===== src/rtl/keypad_scanner.sv =====
// keypad_scanner
//   Scans a 4x4 active-low button matrix by strobing one column at a time and
//   reading the rows. The row reading is debounced, and each press produces one
//   encoded key event for the elevator control FSM.
//
// Parameters
//   SCAN_DIV        clk cycles each column is driven; rows are sampled on the
//                   last cycle of that window (min 4)
//   DEBOUNCE_SCANS  consecutive matching samples needed to accept a press or a
//                   release (min 1)
//
// Ports
//   clk        system clock
//   reset      asynchronous active-low reset
//   ROW[3:0]   matrix rows, active-low, pulled up, asynchronous to clk
//   COL[3:0]   column strobes, active-low one-hot
//   key_code   {row_idx, col_idx} of the last accepted key
//   key_valid  one-cycle pulse when a press is accepted
//   key_held   high from the key_valid pulse until the release is accepted
module keypad_scanner #(
  parameter int SCAN_DIV       = 96,
  parameter int DEBOUNCE_SCANS = 3
) (
  input  logic       clk,
  input  logic       reset,
  input  logic [3:0] ROW,
  output logic [3:0] COL,
  output logic [3:0] key_code,
  output logic       key_valid,
  output logic       key_held
);

  localparam int TW = $clog2(SCAN_DIV);
  localparam int CW = $clog2(DEBOUNCE_SCANS + 1);
  localparam logic [TW-1:0] T_LAST = TW'(SCAN_DIV - 1);
  localparam logic [CW-1:0] C_DONE = CW'(DEBOUNCE_SCANS);

  typedef enum logic [1:0] {
    SCAN,
    DEBOUNCE,
    HELD
  } state_t;

  state_t          state, state_n;
  logic [3:0]      sync1, rs;
  logic [TW-1:0]   timer;
  logic            sample;
  logic [1:0]      col_idx, col_n;
  logic [1:0]      cand_row, row_n;
  logic [1:0]      low_idx;
  logic [CW-1:0]   cnt, cnt_n, cnt_inc;
  logic [3:0]      code_n;
  logic            valid_n, held_n;

  // Two-stage synchronizer for the asynchronous row inputs.
  always_ff @(posedge clk or negedge reset) begin
    if (!reset) begin
      sync1 <= '1;
      rs    <= '1;
    end else begin
      sync1 <= ROW;
      rs    <= sync1;
    end
  end

  // Free-running scan timer. It keeps running in every state, so samples stay
  // exactly SCAN_DIV cycles apart.
  assign sample = (timer == T_LAST);

  always_ff @(posedge clk or negedge reset) begin
    if (!reset) begin
      timer <= '0;
    end else if (sample) begin
      timer <= '0;
    end else begin
      timer <= timer + 1'b1;
    end
  end

  // Lowest-index low row wins when several rows are pressed together.
  always_comb begin
    low_idx = 2'd3;
    if (!rs[0]) begin
      low_idx = 2'd0;
    end else if (!rs[1]) begin
      low_idx = 2'd1;
    end else if (!rs[2]) begin
      low_idx = 2'd2;
    end
  end

  assign cnt_inc = cnt + 1'b1;

  always_comb begin
    state_n = state;
    col_n   = col_idx;
    row_n   = cand_row;
    cnt_n   = cnt;
    code_n  = key_code;
    valid_n = 1'b0;
    held_n  = key_held;
    if (sample) begin
      case (state)
        SCAN: begin
          if (rs == 4'b1111) begin
            col_n = col_idx + 1'b1;
          end else begin
            row_n = low_idx;
            // A single required sample means the detecting sample itself
            // already accepts the press.
            if (DEBOUNCE_SCANS == 1) begin
              code_n  = {low_idx, col_idx};
              valid_n = 1'b1;
              held_n  = 1'b1;
              cnt_n   = '0;
              state_n = HELD;
            end else begin
              cnt_n   = CW'(1);
              state_n = DEBOUNCE;
            end
          end
        end
        DEBOUNCE: begin
          if (!rs[cand_row]) begin
            if (cnt_inc == C_DONE) begin
              code_n  = {cand_row, col_idx};
              valid_n = 1'b1;
              held_n  = 1'b1;
              cnt_n   = '0;
              state_n = HELD;
            end else begin
              cnt_n = cnt_inc;
            end
          end else begin
            cnt_n   = '0;
            col_n   = col_idx + 1'b1;
            state_n = SCAN;
          end
        end
        HELD: begin
          // Column stays frozen; other rows and columns are ignored here.
          if (rs[cand_row]) begin
            if (cnt_inc == C_DONE) begin
              held_n  = 1'b0;
              cnt_n   = '0;
              col_n   = col_idx + 1'b1;
              state_n = SCAN;
            end else begin
              cnt_n = cnt_inc;
            end
          end else begin
            cnt_n = '0;
          end
        end
        default: begin
          cnt_n   = '0;
          state_n = SCAN;
        end
      endcase
    end
  end

  always_ff @(posedge clk or negedge reset) begin
    if (!reset) begin
      state     <= SCAN;
      col_idx   <= '0;
      cand_row  <= '0;
      cnt       <= '0;
      key_code  <= '0;
      key_valid <= 1'b0;
      key_held  <= 1'b0;
    end else begin
      state     <= state_n;
      col_idx   <= col_n;
      cand_row  <= row_n;
      cnt       <= cnt_n;
      key_code  <= code_n;
      key_valid <= valid_n;
      key_held  <= held_n;
    end
  end

  assign COL = ~(4'b0001 << col_idx);

endmodule


===== config.mk =====
export PLATFORM = sky130hd
export DESIGN_NAME = keypad_scanner
export DESIGN_NICKNAME = d
export VERILOG_FILES = /design/src/rtl/keypad_scanner.sv
export SDC_FILE = /design/constraint.sdc
export NUM_CORES = 1
export LEC_CHECK = 0
export BUFFER_PORTS_ARGS = -buffer_cell sky130_fd_sc_hd__buf_2
export CAP_MARGIN = 20
export CORE_MARGIN = 10
export CORE_UTILIZATION = 30
export DETAILED_ROUTE_END_ITERATION = 10
export RECOVER_POWER = 100
export SLEW_MARGIN = 20
export SYNTH_ARGS = -nofsm -noshare
export SYNTH_HDL_FRONTEND = slang
export SYNTH_SLANG_ARGS = --single-unit

===== constraint.sdc =====
create_clock -name clk -period 2.7 [get_ports clk]
set_input_delay 0 -clock clk [delete_from_list [all_inputs] [get_ports clk]]
set_output_delay 0 -clock clk [all_outputs]
set_load 0.1 [all_outputs]

; ---- Yosys cells after proc, flatten, opt, wreduce, memory -nomap -nowiden
; Index checks and enable logic that the tools add are counted.
[word_totals]
reg_bits = 29
inputBits = 6
[op_classes]
bitwise_logic = 3
addsub = 3
muxes = 30
shift = 1
reduce_logical = 9
eq_ne = 13
n_lt_le_gt_ge = 1
[op_table]
columns = cell, n
row1 = $mux 2, 14
row2 = $pmux 2 s3, 3
row3 = $ne 2x2->1 const B, 7
row4 = $reduce_and 6->1, 2
row5 = $mux 1, 10
row6 = $add 7x1->7 const B, 1
row7 = $eq 7x7->1 const B, 1
row8 = $mux 7, 1
row9 = $reduce_and 5->1, 1
row10 = $add 2x1->2 const B, 2
row11 = $eq 2x2->1 const B, 2
row12 = $eq 4x4->1 const B, 1
row13 = $not 4->4, 1
row14 = $reduce_and 4->1, 1
row15 = $shl 1x2->4 const A, 1
row16 = $lt 2x3->1 const B, 1
row17 = $ne 3x3->1 const B, 1
row18 = $reduce_and 3->1, 1
row19 = $reduce_bool 3->1, 1
row20 = $bmux 1 s2, 1
row21 = $eq 2x1->1 const B, 1
row22 = $logic_not 2->1, 1
row23 = $not 1->1, 2
row24 = $pmux 1 s2, 1
row25 = 2 further kinds, 2

; ---- Depth between registers and ports, before layout
; Gate-level depths: netlist (run 1).
[depth]
ltp_word = 6
ltp_mapped = 7
mapped_depth_nobuf = 5

; ---- Least setup slack after synthesis (run 1)
; No wires, ideal clock.
[synth_path]
path_type = register -> register
start = reg cand_row[1]
end = reg col_idx[1]
t_arrival_ns = 1.740
path_slack_ns = 0.835
stages_incl_launch_ff = 5
period_less_slack_ns = 1.865
cell_sequence = dfrtp_1 -> mux4_2 -> and4_1 -> o31a_1 -> mux2_4
[synth_between]
elab_chain_len = 4
elab_cells_between_ends = 5
classes_between = eq/ne (2) / mux (2) / reduce/logical (1)
[synth_lines]
columns = item, line_no
row1 = "start, declared", 49  ; logic [1:0] cand_row, row_n;
row2 = "start signal, assigned", 175  ; cand_row <= row_n;
row3 = $bmux 1 s2 *, "124, 142"
row4 = $mux 1 (not written as such) *, "124, 142"
row5 = $ne 2x2->1 (no source line), -
row6 = $reduce_and 6->1 (no source line) *, -
row7 = "end signal, assigned", 174  ; col_idx <= col_n;
row8 = "end, declared", 48  ; logic [1:0] col_idx, col_n;
; Every way passes the cells marked *; elsewhere a longest branch is shown, timed or not. The select of a mux whose other input is x is not followed.
; A chain may end at the register's enable or synchronous reset.

; ---- Worst setup path in the final report (run 1)
[layout_path]
start = reg timer[0]
end = reg key_code[1]
[layout_between]
elab_chain_len = 2
[layout_lines]
columns = item, line_no
row1 = "start, declared", 46  ; logic [TW-1:0] timer;
row2 = "start signal, assigned", 76  ; timer <= timer + 1'b1;
row3 = $eq 7x7->1, 68  ; assign sample = (timer == T_LAST);
row4 = $reduce_and 4->1 (no source line), -
row5 = "end signal, assigned", 177  ; key_code <= code_n;
row6 = "end, declared", 28  ; output logic [3:0] key_code,
; Every way passes these cells.

==> summary.json, run 1 <==
{
  "worst_setup_path": {
    "slowest_stage_cell_on_the_critical_path": "sky130_fd_sc_hd__and2_0",
    "setup.worst_path.start_class": "flop",
    "critical-path-max-stage-delay_ns": 0.40,
    "crit_path_cell_trace": "ha_1 -> and4_1 -> and2_0 -> nand4_1 -> mux2_2",
    "required_ns": 2.86,
    "setup.worst_path.end_class": "flop",
    "worstPathBufferInverterCount": 0,
    "critical_path_class": "reg2reg",
    "cp_max_fo": 8,
    "worstPathArrival_ns": 2.26,
    "worst_path_dominant_cell_family": "simple AND/OR/NAND/NOR gates"
  },
  "timing": {
    "final_min_period_over_clock_period_pct": 77.7,
    "worst-slew-pin-transition_ns": 1.54,
    "report.final.hold_viol_count": 0,
    "totalNegativeSetupSlack_ns": 0,
    "clock-skew-final_ns": 0.00584,
    "slew_headroom_pct": -2.77,
    "layout_setup_ws_ns": 0.602,
    "pins_over_their_slew_limit": 30,
    "max_freq_mhz": 477,
    "rsz_0062_raised_after_global_routing": "no",
    "setup_violations": 0,
    "period_minus_slack_ns": 2.10
  },
  "min_path": {
    "hold_wc_path_type": "reg2reg"
  },
  "clock_network": {
    "cts_made_buffers": 5,
    "postCtsSetupBuffers": 0,
    "cts_tree": "built",
    "clockRootBuffer": "sky130_fd_sc_hd__clkbuf_8",
    "cts.clk_slew.worst_paths_ns": 0.06,
    "clock_tree.htree_level_count": 2,
    "clock_tree.buffer_depth": 2,
    "clock_latency_reported_for_the_late_side_of_the_worst_skew_pair_ns": 0.28,
    "postCtsResizedCells": 0,
    "cts.sinks": 29
  },
  "logic_synthesis": {
    "syn_nets": 117,
    "synth_cell_types": 34,
    "yosysWarnings": 0,
    "synth_largest_area_cell": "sky130_fd_sc_hd__dfrtp_1",
    "yosys-top-cells-area": "sky130_fd_sc_hd__dfrtp_1, sky130_fd_sc_hd__dfstp_2, sky130_fd_sc_hd__ha_1",
    "post-synth-top-area-fraction_pct": 41.6,
    "post_synth_instance_area_um2": 1260,
    "synth-seq-cells": 29,
    "ys_seq_area_share_pct": 58.3,
    "syn-mean-instance-area_um2": 11.9,
    "synthCells": 106
  },
  "placement": {
    "dp_slack_ns": 0.723,
    "dp_hpwl_um": 1750,
    "port-buffer-count": 15,
    "placed_area_um2": 1390,
    "gp_congestion": 0.796,
    "numPlacedInstances": 169
  },
  "floorplanning": {
    "ios": 16,
    "floorplan.die_area_um2": 7200,
    "rows": 23,
    "floorplan.initialDensity_pct": 31.3,
    "floorplan.die.width_um": 84.9,
    "die_height_um": 84.9,
    "coreArea_um2": 4030
  },
  "routing": {
    "vias_per_cell": 4.74,
    "dr.first_iter.drc_count": 91,
    "wl_um": 2440,
    "detail_route.first_pass.iterations": 4,
    "detailroute.via_count": 863,
    "drc_errors": 0,
    "drt.antenna.violating_nets": 0,
    "drt-wirelength-per-cell_um": 13.4
  },
  "pwr": {
    "worst_ir_drop_on_vdd_v": 0.000441,
    "p_leak_nw": 0.700,
    "powerDensity_nw_per_um2": 604
  },
  "layout": {
    "mostFrequentLayoutCell": "sky130_fd_sc_hd__dfrtp_1",
    "area_growth_from_synthesis_to_final_layout_pct": 22.0,
    "final-instance-count-excl-fill": 182,
    "layout.core_utilization_pct": 38.2,
    "most-common-layout-cells": "sky130_fd_sc_hd__dfrtp_1, sky130_fd_sc_hd__inv_1, sky130_fd_sc_hd__clkbuf_1",
    "drive_above_1_share_pct": 19.7,
    "design_area_um2": 1540,
    "num_antenna_cells": 0,
    "n_fill_cell": 412,
    "finish.net_count": 142
  },
  "global_route": {
    "grt_overflow": 0,
    "grt_util_overall_pct": 7.13,
    "number_of_global_route_vias_before_repair": 841,
    "antenna_violations_before_repair": 0,
    "grt_first_pass_wirelength_um": 4040,
    "grt_start_max_net_pins": 30
  },
  "run_status": {
    "violations": "max-capacitance violations, max-slew violations",
    "run_status": "finished with violations"
  },
  "flow_run": {
    "maxCapViolCount": 1
  }
}
-- stage by stage --
stage          hold slack (ns)  total power (W)
2_1_floorplan           -0.296         0.000461
3_3_place_gp            0.0452         0.000474
3_5_place_dp            0.0490         0.000474
4_1_cts                  0.283         0.000943
5_1_grt                  0.359         0.000971
6_report                 0.356         0.000931
-- power by group --
group / leakage [nW] / internal (W) / total (W) / switching (W)
sequential: 0.363 / 0.000446 / 0.000449 / 0.00000315
combinational: 0.278 / 0.00000960 / 0.0000232 / 0.0000136
clock: 0.0585 / 0.000300 / 0.000459 / 0.000159
total: 0.700 / 0.000756 / 0.000931 / 0.000175
-- cell usage after synthesis, drive strengths merged --
library cell,number
dfstp,8
a31oi,2
o21ai,4
and4,2
or2,2
nor2,3
nor3,1
xnor2,2
mux2i,4
o31ai,1
nand3,4
nor2b,3
nand2,7
o211ai,1
or4,1
and2,2
a2bb2oi,1
a21oi,2
dfrtp,21
xor2,2
or3,1
mux2,5
buf,1
o31a,1
inv,12
nand4,2
a41oi,1
nand2b,1
clkbuf,1
mux4,1
ha,5
nor4,1
o22ai,1
-- sequential cells by signal, summed over array words and instances, names as in the netlist --
signal / count
cand_row: 2
key_held: 1
col_idx: 2
key_valid: 1
rs: 4
cnt: 2
timer: 7
sync1: 4
state: 2
key_code: 4
-- worst reg2reg max path, stage by stage, from the launching register on --
cell	delay [ns]
sky130_fd_sc_hd__dfrtp_1	0.37
sky130_fd_sc_hd__ha_1	0.21
sky130_fd_sc_hd__and4_1	0.29
sky130_fd_sc_hd__and2_0	0.40
sky130_fd_sc_hd__nand4_1	0.34
sky130_fd_sc_hd__mux2_2	0.37
-- path summary, 6_finish.rpt --
kind	startpoint	end	slack (ns)	cells after the start
max	timer[0]$_DFF_PN0_	key_code[1]$_DFFE_PN0P_	0.60	5
min	sync1[2]$_DFF_PN1_	rs[2]$_DFF_PN1_	0.36	0
max reg2reg	timer[0]$_DFF_PN0_	key_code[1]$_DFFE_PN0P_	0.60	5
min reg2reg	sync1[2]$_DFF_PN1_	rs[2]$_DFF_PN1_	0.36	0
max in group asynchronous	reset	cnt[0]$_DFFE_PN0P_	1.17	2
min in group asynchronous	reset	state[0]$_DFFE_PN0P_	0.63	2
-- repair_timing --
item / CTS / global route
endpoints found under the setup margin: 0 / 0
hold endpoints to repair: 25 / 0
hold buffers: 5 / 0
-- cell type report --
type	instances	area, µm²	share of cell area (%)
clock buffer	7	86.3	5.61
clock inverter	1	30.0	1.95
inverter	12	45.0	2.92
multi-input combinational	63	469	30.5
sequential	29	736	47.8
tap	50	62.6	4.06
timing repair buffer	20	111	7.23
-- metal layers --
| metal | up-vias | global-route usage (%) | share of wire, % |
|---|---|---|---|
| li1 | 413 | - | - |
| met5 | - | 0 | 0 |
| met3 | 4 | 3.35 | 5.0 |
| met1 | 418 | 8.14 | 47 |
| met4 | 0 | 4.04 | 1.5 |
| met2 | 28 | 10.7 | 47 |
-- cell families (layout without fill, tap and decap cells) --
group | after synthesis | in the layout | share of synthesized area (%)
xor gates and xnor gates | 4 | 4 | 2.78
DFF | 29 | 29 | 58.3
muxes | 10 | 10 | 9.71
AOI/OAI and AO/OA | 14 | 14 | 7.14
buffers and inverters | 14 | 40 | 4.26
and+or+nand+nor | 30 | 30 | 12.9
adders and majority gates | 5 | 5 | 4.96
No activity file was read; power rests on OpenSTA's default activity.
==> run 2: changes to the inputs <==
==> constraint.sdc (replaced) <==
create_clock -name clk -period 1.8 [get_ports clk]
set_input_delay 0 -clock clk [delete_from_list [all_inputs] [get_ports clk]]
set_output_delay 0 -clock clk [all_outputs]
set_load 0.1 [all_outputs]
==> summary.json, run 2 (synthesis gave the netlist of run 1 again) <==
{
  "run_status": {
    "run_status": "finished clean"
  },
  "layout": {
    "max_ffs_per_register": 7,
    "registers.top_by_ff_count": "timer",
    "layout.core_utilization_pct": 39.2,
    "num_antenna_cells": 0,
    "area_growth_from_synthesis_to_final_layout_pct": 25.2,
    "drive_above_1_share_pct": 28.1,
    "finish.net_count": 149,
    "most-common-layout-cells": "sky130_fd_sc_hd__dfrtp_1, sky130_fd_sc_hd__inv_1, sky130_fd_sc_hd__clkbuf_1",
    "mostFrequentLayoutCell": "sky130_fd_sc_hd__dfrtp_1"
  },
  "worst_setup_path": {
    "setup.worst_path.start_class": "flop",
    "r2r_slack_ns": 0.03,
    "timing.rr.start": "cand_row[1]$_DFFE_PN0P_",
    "r2r.worst_path.cells": 4,
    "setup.worst_path.end_class": "flop",
    "cp_max_fo": 4,
    "critical_path_class": "reg2reg",
    "worstPathArrival_ns": 1.93,
    "required_ns": 1.96,
    "rr_endpoint": "col_idx[1]$_DFFE_PN0P_"
  },
  "global_route": {
    "number_of_global_route_vias_before_repair": 959,
    "grt_overflow": 0,
    "grt_util_met3_pct": 3.44,
    "antenna_violations_before_repair": 0,
    "grt_start_max_net_pins": 30,
    "grt_util_overall_pct": 7.47,
    "top_usage_layer": "met2",
    "gr-usage-met2_pct": 12.5,
    "grt_first_pass_wirelength_um": 4280,
    "met1_usage_pct": 7.29
  },
  "timing": {
    "slew_headroom_pct": 1.20,
    "report.final.hold_viol_count": 0,
    "pins_over_their_slew_limit": 0,
    "final_min_period_over_clock_period_pct": 98.4,
    "max_freq_mhz": 565,
    "layout_setup_ws_ns": 0.0288,
    "clock-skew-final_ns": 0.00518,
    "period_minus_slack_ns": 1.77,
    "totalNegativeSetupSlack_ns": 0,
    "rsz_0062_raised_after_global_routing": "yes",
    "setup_violations": 0,
    "worst-slew-pin-transition_ns": 1.48
  },
  "min_path": {
    "hold_path.startpoint": "sync1[2]$_DFF_PN1_",
    "hold_wc_path_type": "reg2reg",
    "worst_hold_path_endpoint": "rs[2]$_DFF_PN1_",
    "worst_hold_path.num_cells": 0
  },
  "placement": {
    "gp_congestion": 0.774,
    "dp_slack_ns": 0.0232,
    "port-buffer-count": 15,
    "dp_hpwl_um": 1690
  },
  "floorplanning": {
    "die_height_um": 84.9,
    "floorplan.die_area_um2": 7200,
    "coreArea_um2": 4030,
    "ios": 16,
    "rows": 23,
    "floorplan.initialDensity_pct": 31.3,
    "floorplan.die.width_um": 84.9
  },
  "routing": {
    "dr.first_iter.drc_count": 66,
    "vias_per_cell": 4.62,
    "drt-wirelength-per-cell_um": 12.1,
    "detail_route.first_pass.iterations": 4,
    "wl_um": 2280,
    "drc_errors": 0,
    "detailroute.via_count": 873,
    "drt.antenna.violating_nets": 0
  },
  "pwr": {
    "p_leak_nw": 0.734,
    "powerDensity_nw_per_um2": 786,
    "power_w": 0.00124,
    "worst_ir_drop_on_vdd_v": 0.000442
  },
  "clock_network": {
    "cts.sinks": 29,
    "cts.clk_slew.worst_paths_ns": 0.06,
    "cts_made_buffers": 5,
    "clock_tree.buffer_depth": 2,
    "clock_tree.htree_level_count": 2,
    "clockRootBuffer": "sky130_fd_sc_hd__clkbuf_8",
    "clock_latency_reported_for_the_late_side_of_the_worst_skew_pair_ns": 0.27,
    "cts_tree": "built"
  },
  "flow_run": {
    "maxCapViolCount": 0
  }
}
==> run 2: cell types whose count changed in the layout (fill, tap and decap cells not counted) <==
cell                        before  now
sky130_fd_sc_hd__clkbuf_1       12   10
sky130_fd_sc_hd__clkbuf_2        0    2
sky130_fd_sc_hd__and4_4          0    1
sky130_fd_sc_hd__buf_2           4    7
sky130_fd_sc_hd__and2_0          1    0
sky130_fd_sc_hd__mux2_2          4    3
sky130_fd_sc_hd__and2_1          1    0
sky130_fd_sc_hd__and4_1          2    1
sky130_fd_sc_hd__and2_4          0    2
sky130_fd_sc_hd__mux2_4          0    2
sky130_fd_sc_hd__mux2_1          1    0
sky130_fd_sc_hd__bufinv_16       1    0
sky130_fd_sc_hd__buf_4           0    5
==> run 2: repair_timing <==
action                                  in CTS  in global routing
resized for setup                            0                  5
hold buffers                                 5                  0
buffers inserted                             0                  0
endpoints found under the hold margin       25                  0
endpoints found under the setup margin       0                  7
==> run 2: worst max-delay path, cell delays in order, from the launching register on <==
cell	delay [ns]
sky130_fd_sc_hd__dfrtp_1	0.37
sky130_fd_sc_hd__mux4_2	0.54
sky130_fd_sc_hd__and2_4	0.16
sky130_fd_sc_hd__o31a_1	0.30
sky130_fd_sc_hd__mux2_4	0.30
==> run 2: per-layer routing <==
layer	share of wire, %	routed length [µm]
met5	0	0
met3	5.6	127
met4	1.0	23
met2	51	1170
met1	42	959
==> run 2: stage by stage <==
stage | hold slack (ns) | instance area [µm²] | cells
2_1_floorplan | -0.296 | 1260 | 106
3_3_place_gp | 0.0494 | 1440 | 176
3_5_place_dp | 0.0553 | 1440 | 176
4_1_cts | 0.286 | 1580 | 189
5_1_grt | 0.360 | 1580 | 189
6_report | 0.354 | 1580 | 189
==> run 2: worst max-delay path by stage <==
stage,startpoint,end,slack (ns)
floorplan,cand_row[1]$_DFFE_PN0P_,col_idx[1]$_DFFE_PN0P_,-0.004
global placement,cand_row[1]$_DFFE_PN0P_,col_idx[1]$_DFFE_PN0P_,0.06
detailed placement,cand_row[1]$_DFFE_PN0P_,col_idx[1]$_DFFE_PN0P_,0.02
CTS,cand_row[1]$_DFFE_PN0P_,col_idx[1]$_DFFE_PN0P_,0.02
global route,cand_row[1]$_DFFE_PN0P_,col_idx[1]$_DFFE_PN0P_,-0.03
finish,cand_row[1]$_DFFE_PN0P_,col_idx[1]$_DFFE_PN0P_,0.03
==> run 2: final cells by class <==
type | count | area (µm²)
clock buffer | 8 | 90.1
sequential | 29 | 736
tap | 50 | 62.6
inverter | 12 | 45.0
timing repair buffer | 27 | 163
fill | 412 | 2450
multi-input combinational | 63 | 484
==> run 2: where the power goes <==
group	switching, W	internal (W)	leakage (nW)
sequential	0.00000479	0.000669	0.363
clock	0.000220	0.000311	0.0455
combinational	0.0000203	0.0000172	0.325
total	0.000245	0.000997	0.734
==> run 3: changes to the inputs <==
--- a/config.mk
+++ b/config.mk
@@ -10,6 +10,7 @@
 export CORE_MARGIN = 10
 export CORE_UTILIZATION = 30
 export DETAILED_ROUTE_END_ITERATION = 10
+export MAX_ROUTING_LAYER = met4
 export RECOVER_POWER = 100
 export SLEW_MARGIN = 20
 export SYNTH_ARGS = -nofsm -noshare
==> summary.json, run 3 (synthesis gave the netlist of run 1 again) <==
{
  "flow_run": {
    "maxCapViolCount": 0
  },
  "routing": {
    "detail_route.first_pass.iterations": 4,
    "drc_errors": 0,
    "detailroute.via_count": 874,
    "vias_per_cell": 4.62,
    "wl_um": 2280,
    "drt.antenna.violating_nets": 0,
    "dr.first_iter.drc_count": 66,
    "drt-wirelength-per-cell_um": 12.1
  },
  "worst_setup_path": {
    "timing.rr.start": "cand_row[1]$_DFFE_PN0P_",
    "timing.critical_path.from": "cand_row[1]$_DFFE_PN0P_",
    "setup.worst_path.end_class": "flop",
    "cp_max_fo": 4,
    "crit_path_cell_trace": "mux4_2 -> and2_4 -> o31a_1 -> mux2_4",
    "rr_endpoint": "col_idx[1]$_DFFE_PN0P_",
    "r2r_slack_ns": 0.03,
    "critical-path-max-stage-delay_ns": 0.54,
    "critical_path_class": "reg2reg",
    "worstSetupPathDepth": 4,
    "setup.worst_path.start_class": "flop",
    "worst_path_dominant_cell_family": "multiplexers",
    "required_ns": 1.96,
    "worstPathBufferInverterCount": 0,
    "worstPathArrival_ns": 1.93,
    "slowest_stage_cell_on_the_critical_path": "sky130_fd_sc_hd__mux4_2",
    "endpoint": "col_idx[1]$_DFFE_PN0P_",
    "r2r.worst_path.cells": 4
  },
  "pwr": {
    "p_leak_nw": 0.734,
    "clock_power_share_pct": 42.7,
    "swShare_pct": 19.7,
    "power.sequential.fraction_pct": 54.3,
    "p_switching_w": 0.000245,
    "cellInternalPower_w": 0.000997,
    "worst_ir_drop_on_vdd_v": 0.000442,
    "powerDensity_nw_per_um2": 785,
    "share_comb_of_total_power_pct": 3.0
  },
  "layout": {
    "layout.core_utilization_pct": 39.2,
    "num_antenna_cells": 0,
    "area_growth_from_synthesis_to_final_layout_pct": 25.2,
    "finish.net_count": 149,
    "drive_above_1_share_pct": 28.1,
    "max_ffs_per_register": 7,
    "mostFrequentLayoutCell": "sky130_fd_sc_hd__dfrtp_1",
    "registers.top_by_ff_count": "timer",
    "most-common-layout-cells": "sky130_fd_sc_hd__dfrtp_1, sky130_fd_sc_hd__inv_1, sky130_fd_sc_hd__clkbuf_1"
  },
  "run_status": {
    "run_status": "finished clean"
  },
  "global_route": {
    "number_of_global_route_vias_before_repair": 959,
    "grt_start_max_net_pins": 30,
    "antenna_violations_before_repair": 0,
    "grt_util_overall_pct": 7.69,
    "grt_first_pass_wirelength_um": 4280,
    "grt_overflow": 0
  },
  "floorplanning": {
    "ios": 16,
    "coreArea_um2": 4030,
    "floorplan.die_area_um2": 7200,
    "rows": 23,
    "floorplan.initialDensity_pct": 31.3,
    "floorplan.die.width_um": 84.9,
    "die_height_um": 84.9
  },
  "timing": {
    "report.final.hold_viol_count": 0,
    "final_min_period_over_clock_period_pct": 98.4,
    "setup_violations": 0,
    "pins_over_their_slew_limit": 0,
    "period_minus_slack_ns": 1.77,
    "max_freq_mhz": 565,
    "layout_setup_ws_ns": 0.0288,
    "rsz_0062_raised_after_global_routing": "yes",
    "slew_headroom_pct": 1.20,
    "final.hold.worst_slack_ns": 0.354,
    "totalNegativeSetupSlack_ns": 0,
    "worst-slew-pin-transition_ns": 1.48,
    "clock-skew-final_ns": 0.00518
  },
  "clock_network": {
    "cts.sinks": 29,
    "clock_tree.htree_level_count": 2,
    "clock_latency_reported_for_the_late_side_of_the_worst_skew_pair_ns": 0.27,
    "clockRootBuffer": "sky130_fd_sc_hd__clkbuf_8",
    "cts_made_buffers": 5,
    "cts_tree": "built",
    "postCtsSetupBuffers": 0,
    "clock_tree.buffer_depth": 2,
    "cts.clk_slew.worst_paths_ns": 0.06
  },
  "placement": {
    "dp_hpwl_um": 1690,
    "dp_slack_ns": 0.0232,
    "gp_congestion": 0.785,
    "port-buffer-count": 15
  },
  "min_path": {
    "hold_path.startpoint": "sync1[2]$_DFF_PN1_",
    "hold_wc_path_type": "reg2reg"
  }
}
==> run 3: cell counts in the layout (fill, tap and decap cells not counted) <==
No cell type changed its count.
==> run 3: per-layer routing <==
metal  part of all wire, %  track usage [%]  wire length, µm
met1                    43             7.40              972
met5                     0                -                0
met2                    51             12.5             1170
met4                   1.0             4.94               23
met3                   4.9             3.25              113
==> run 3: stage by stage <==
stage	power (W)	area, µm²	cells
final	0.00124	1580	189
after global placement	0.000714	1440	176
after floorplan	0.000691	1260	106
after detailed placement	0.000715	1440	176
after global routing	0.00131	1580	189
after CTS	0.00127	1580	189
==> run 3: final cells by class <==
class,count,area (µm²)
Sequential cell,29,736
Tap cell,50,62.6
Clock buffer,8,90.1
Fill cell,412,2450
Multi-Input combinational cell,63,484
Inverter,12,45.0
Timing Repair Buffer,27,163
==> run 3: how the worst min path moves through the flow <==
stage,depth (start not counted),slack (ns),end
global placement,1,0.05,cand_row[0]$_DFFE_PN0P_
CTS,2,0.29,key_code[0]$_DFFE_PN0P_
floorplan,0,-0.30,cand_row[0]$_DFFE_PN0P_
finish,0,0.35,rs[2]$_DFF_PN1_
detailed placement,1,0.06,key_code[3]$_DFFE_PN0P_
global route,2,0.36,sync1[3]$_DFF_PN1_
==> run 3: timing repair <==
action / in CTS / in global routing
resized for setup: 0 / 5
hold buffers: 5 / 0
endpoints found under the setup margin: 0 / 7
hold endpoints to repair: 25 / 0
==> run 3: power by group through the flow <==
stage / logic, W / clock network [W] / registers [W]
global placement: 0.0000300 / 0 / 0.000684
detailed placement: 0.0000307 / 0 / 0.000685
global route: 0.0000433 / 0.000596 / 0.000675
finish: 0.0000375 / 0.000530 / 0.000674
CTS: 0.0000388 / 0.000560 / 0.000674
floorplan: 0.00000782 / 0 / 0.000683
